<file path="src/rtl/muldiv.sv">
// muldiv: iterative RV32M multiply/divide unit, fixed 32-cycle latency
module muldiv (
    input  logic        clk,
    input  logic        rst,
    input  logic        start,
    input  logic [2:0]  op,
    input  logic [31:0] a,
    input  logic [31:0] b,
    input  logic        flush,
    output logic        busy,
    output logic        done,
    output logic [31:0] res
);
    typedef enum logic [1:0] {IDLE, CALC, DONE} state_t;
    state_t      state;
    logic [2:0]  op_r;
    logic        sa, sb, bz;
    logic [31:0] md, hi, lo;
    logic [4:0]  cnt;
    logic        sa_in, sb_in, neg;
    logic [31:0] abs_a, abs_b, nh, nl, mh_neg, result;
    logic [32:0] sum, diff;
    // operand sign capture and one shift-add / restoring-divide step
    always_comb begin
        sa_in  = a[31] & (op[2] ? ~op[0] : (op[1] ^ op[0]));
        sb_in  = b[31] & (op[2] ? ~op[0] : (op[1:0] == 2'b01));
        abs_a  = sa_in ? -a : a;
        abs_b  = sb_in ? -b : b;
        sum    = {1'b0, hi} + (lo[0] ? {1'b0, md} : 33'd0);
        diff   = {hi, lo[31]} - {1'b0, md};
        nh     = op_r[2] ? (diff[32] ? {hi[30:0], lo[31]} : diff[31:0]) : sum[32:1];
        nl     = op_r[2] ? {lo[30:0], ~diff[32]} : {sum[0], lo[31:1]};
        neg    = sa ^ sb;
        mh_neg = ~nh + {31'd0, nl == 32'd0};
        case (op_r)
            3'b000:  result = nl;
            3'b001,
            3'b010:  result = neg ? mh_neg : nh;
            3'b011:  result = nh;
            3'b100:  result = bz ? 32'hFFFF_FFFF : (neg ? -nl : nl);
            3'b101:  result = nl;
            3'b110:  result = sa ? -nh : nh;
            default: result = nh;
        endcase
    end
    // control FSM with registered busy/done; multiplier/dividend sits in lo
    always_ff @(posedge clk or posedge rst) begin
        if (rst) begin
            state <= IDLE;
            busy  <= 1'b0;
            done  <= 1'b0;
            res   <= 32'd0;
            cnt   <= 5'd0;
            op_r  <= 3'd0;
            sa    <= 1'b0;
            sb    <= 1'b0;
            bz    <= 1'b0;
            md    <= 32'd0;
            hi    <= 32'd0;
            lo    <= 32'd0;
        end else if (flush) begin
            state <= IDLE;
            busy  <= 1'b0;
            done  <= 1'b0;
        end else if (state == CALC) begin
            hi <= nh;
            lo <= nl;
            if (cnt == 5'd0) begin
                res   <= result;
                state <= DONE;
                busy  <= 1'b0;
                done  <= 1'b1;
            end else begin
                cnt <= cnt - 5'd1;
            end
        end else begin
            done <= 1'b0;
            if (start) begin
                op_r  <= op;
                sa    <= sa_in;
                sb    <= sb_in;
                bz    <= (b == 32'd0);
                md    <= op[2] ? abs_b : abs_a;
                lo    <= op[2] ? abs_a : abs_b;
                hi    <= 32'd0;
                cnt   <= 5'd31;
                state <= CALC;
                busy  <= 1'b1;
            end else begin
                state <= IDLE;
            end
        end
    end
endmodule

</file>
<file path="config.mk">
export PLATFORM = sky130hd
export DESIGN_NAME = muldiv
export DESIGN_NICKNAME = d
export VERILOG_FILES = /design/src/rtl/muldiv.sv
export SDC_FILE = /design/constraint.sdc
export NUM_CORES = 1
export LEC_CHECK = 0
export BUFFER_PORTS_ARGS = -buffer_cell sky130_fd_sc_hd__buf_2
export CAP_MARGIN = 40
export CORE_ASPECT_RATIO = 0.5
export CORE_MARGIN = 1.5
export CORE_UTILIZATION = 25
export CTS_CLUSTER_DIAMETER = 60
export CTS_CLUSTER_SIZE = 10
export DETAILED_ROUTE_END_ITERATION = 7
export GPL_TIMING_DRIVEN = 0
export MAX_ROUTING_LAYER = met4
export PLACE_DENSITY = 0.49
export SYNTH_ARGS = -nofsm -noshare
export SYNTH_HDL_FRONTEND = slang
export SYNTH_SLANG_ARGS = --single-unit
</file>
<file path="constraint.sdc">
create_clock -name clk -period 5.7 [get_ports clk]
set_input_delay 0.285 -clock clk [delete_from_list [all_inputs] [get_ports clk]]
set_output_delay 0.285 -clock clk [all_outputs]
set_load 0.02 [all_outputs]
</file>
==> metrics.md <==
| Metric | Value |
|---|---|
| Slowest-stage cell, CP | dfrtp_2 |
| Max Cap Viol | 0 |
| Fin crit period | 5.58 ns |
| Crit share post-route | 0.979 |
| Hold Fails Final Rpt | 0 |
| Leakage power | 7.84 nW |
| Max_slew headroom | 0.309 |
| Arr. time, crit path | 5.94 ns |
| Main flop type after synthesis | dfrtp_1 |
| WP data required | 6.06 ns |
| Most frequent cells after synthesis | nand2_1, o21ai_0, nor2_1, a21oi_1, dfrtp_1 |
| Mapped Avg Cell Area | 7.25 sq um |
| Hold path startpoint | b[31] |
| Layout Skew | 0.0193 ns |
| Vias post-DR | 18800 |
| Final slew viol count | 0 |
| Hold Path Stages | 2 |
| Total core area | 0.0635 sq mm |
| Post-layout nets | 2546 |
| Peak VDD IR | 0.274 mV |
| Asr flop ratio synth | 1.00 |
| EDFF count, synth | 0 |
| I/O Buffers | 104 |
| First DRT Iteration DRCs | 2139 |
| Maximum buffer depth of the clock tree | 2 |
| Crit start category | flip-flop |
| Area of the mapped netlist | 0.0162 sq mm |
| Gr usage total | 0.248 |
| Clock transition at path regs | 0.06 ns |
| # DRC | 0 |
| Yosys cell types | 95 |
| CP max stage delay | 0.49 ns |
| DR WL/cell | 24.7 um |
| Crit Path Category | reg -> reg |
| H-tree Lvls | 4 |
| Placed Area | 0.0180 sq mm |
| Layout cells sized above 1 | 0.129 |
| Detailed Routing Iterations Pass 1 | 6 |
| Initial Util | 0.255 |
| HPWL Detailed | 66600 um |
| Die X | 363 um |
| Routed Antenna Nets | 0 |
| Placed insts | 3231 |
| CTS Sinks | 142 |
| First-pass GRT wire length | 118000 um |
| Area growth, synth to finish | 18.0% |
| Yosys warns | 0 |
| GP Congestion | 1.01 |
| Hold EP | bz |
| Clk Latency, worst-skew pair | 0.47 ns |
| Min Hold Slack | 0.0540 ns |
| Post-synthesis sequential area ratio | 0.219 |
| Worst Max-Slew Pin Slew | 1.04 ns |
| Setup slack, reg-to-reg | 0.12 ns |
| Synthesized Nets | 2380 |
| Clock buffer count from CTS | 17 |
| Worst flop-to-flop path startpoint | md[23] |
| Fin cells | 3285 |
| CTS tree | done |
| Top Family by Delay on Critical Path | compound AO/OA/AOI/OAI gates |
| Final Cell Area | 0.0191 sq mm |
| Die height | 183 um |
| Largest net degree at the start of global routing | 110 |
| Antenna violations before repair | 2 |
| Setup TNS | 0 ns |
| Top cells by area, synth | dfrtp_1, o21ai_0, a21oi_1 |
| Cell count after synthesis | 2234 |
| Peak fanout along the critical path | 7 |
| PwrDens | 478 mW/mm^2 |
| Rows | 65 |
| Post-Route WL | 81100 um |
| Worst setup EP type | flip-flop |
| Tightest Hold Check Type | in -> reg |
| Top-area cell type share of the netlist area | 0.219 |
| Synth area leader | dfrtp_1 |
| RSZ-0062 raised after global routing | yes |
| Worst path cell trace | inv_1 -> ha_1 -> buf_6 -> a21o_1 -> a31oi_4 -> o211ai_4 -> a221oi_4 -> a31oi_4 -> a21oi_4 -> ha_4 -> and4_4 -> nand2_2 -> nor4_4 -> ha_2 -> ha_4 -> and3_4 -> o211ai_1 -> or3_1 -> or3_1 -> nand3_1 -> nor2_1 -> a221oi_2 |
| CTS Root Cell | clkbuf_16 |
| Status | complete, no violations |
| Reg2Reg Depth | 22 |
| Vias in the first global route | 17400 |
| Io pins | 105 |
| Total grt overflow | 0 |
| Max Clk Rate | 179 MHz |
| Yosys reg bits | 142 |
| Sum of buffers and inverters on the critical path | 2 |
| Vias per inst | 5.72 |
| Die area | 0.0664 sq mm |
| R2R Path End | res[24] |
| Setup violations, final | 0 |
| Count leader, synth | nand2_1 |
-- timing repair --
action / 4_1_cts / 5_1_grt
pin swaps: 7 / 16
setup endpoints to repair: 31 / 23
resized for setup: 41 / 38
hold endpoints to repair: 33 / 0
hold buffers: 1 / 0
setup buffers: 4 / 18
-- cells by family (layout without fill, tap and decap cells) --
logic type               Yosys count  after routing  share of synthesized area
AO/OA/AOI/OAI                    798            798                      0.314
XOR/XNOR                         137            137                     0.0741
adder cells (fa/ha/maj)           75             75                     0.0588
buffers and inverters            189            368                     0.0471
flip-flops                       142            142                      0.219
multiplexers                      67             67                     0.0428
other                              0              1                          0
AND/OR/NAND/NOR                  826            826                      0.244
-- placed cells by master, fill, tap and decap left out, types with 23 or more instances in the layout --
cell	count
and2_1	52
or3_1	27
nand2_1	274
a31oi_1	29
o21a_1	28
nor3_1	59
buf_2	121
nor2_1	213
a21o_1	25
a211oi_1	27
o221ai_1	23
nand4_1	27
ha_1	66
o21ai_0	226
inv_1	63
nand3_1	33
o31ai_1	27
xnor2_1	71
o211ai_1	31
xor2_1	66
a21oi_1	201
dfrtp_1	128
buf_4	31
clkbuf_1	95
nand2b_1	23
mux2i_1	49
-- state kept, by name, indices dropped and copies added (netlist names), 3 cells and up --
register	count
cnt	5
hi	32
lo	32
md	32
op_r	3
res	32
-- metal layers --
metal  global-route usage  part of all wire  up-vias
met5                    -                 0        -
met4               0.0541             0.020        0
met3               0.0502             0.083      100
met2                0.364              0.42      802
met1                0.347              0.47     9325
li1                     -                 -     8576
-- final cells by class --
type	count	area [sq um]
fill	7039	44400
clock buffer	19	443
antenna	1	2.50
inverter	65	251
multi-input combinational	1903	12200
sequential	142	3570
tap	871	1090
buffer	120	529
timing repair buffer	151	911
clock inverter	13	155
-- power by group --
| group | switching [mW] | total [mW] | leakage (nW) | internal [mW] |
|---|---|---|---|---|
| registers | 0.350 | 1.56 | 1.81 | 1.21 |
| logic | 4.26 | 6.39 | 5.75 | 2.13 |
| clock network | 0.528 | 1.19 | 0.283 | 0.666 |
| total | 5.13 | 9.14 | 7.84 | 4.01 |
-- how the worst max path moves through the flow --
| stage | end | cells after the start | startpoint |
|---|---|---|---|
| finish | res[24] | 22 | md[23] |
| global route | res[24] | 22 | md[23] |
| CTS | res[23] | 16 | lo[31] |
| detailed placement | res[29] | 22 | md[23] |
| global placement | res[29] | 21 | md[23] |
| floorplan | res[29] | 22 | lo[31] |
-- per-stage QoR --
stage          total power [mW]  worst slack, ns  utilization
5_1_grt                    9.68          -0.0417        0.301
2_1_floorplan              5.39            0.510            -
3_3_place_gp               7.43            -1.90        0.280
3_5_place_dp               7.51            -1.43        0.284
4_1_cts                    8.80           0.0377        0.296
6_report                   9.14            0.122        0.301
-- worst reg2reg max path, stage by stage, from the launching register on --
cell      delay [ns]
dfrtp_2         0.49
inv_1           0.08
ha_1            0.30
buf_6           0.14
a21o_1          0.21
a31oi_4         0.23
o211ai_4        0.14
a221oi_4        0.41
a31oi_4         0.22
a21oi_4         0.28
ha_4            0.19
and4_4          0.23
nand2_2         0.11
nor4_4          0.32
ha_2            0.29
ha_4            0.19
and3_4          0.22
o211ai_1        0.26
or3_1           0.41
or3_1           0.31
nand3_1         0.11
nor2_1          0.06
a221oi_2        0.27
Power figures use the tool's default switching activity.
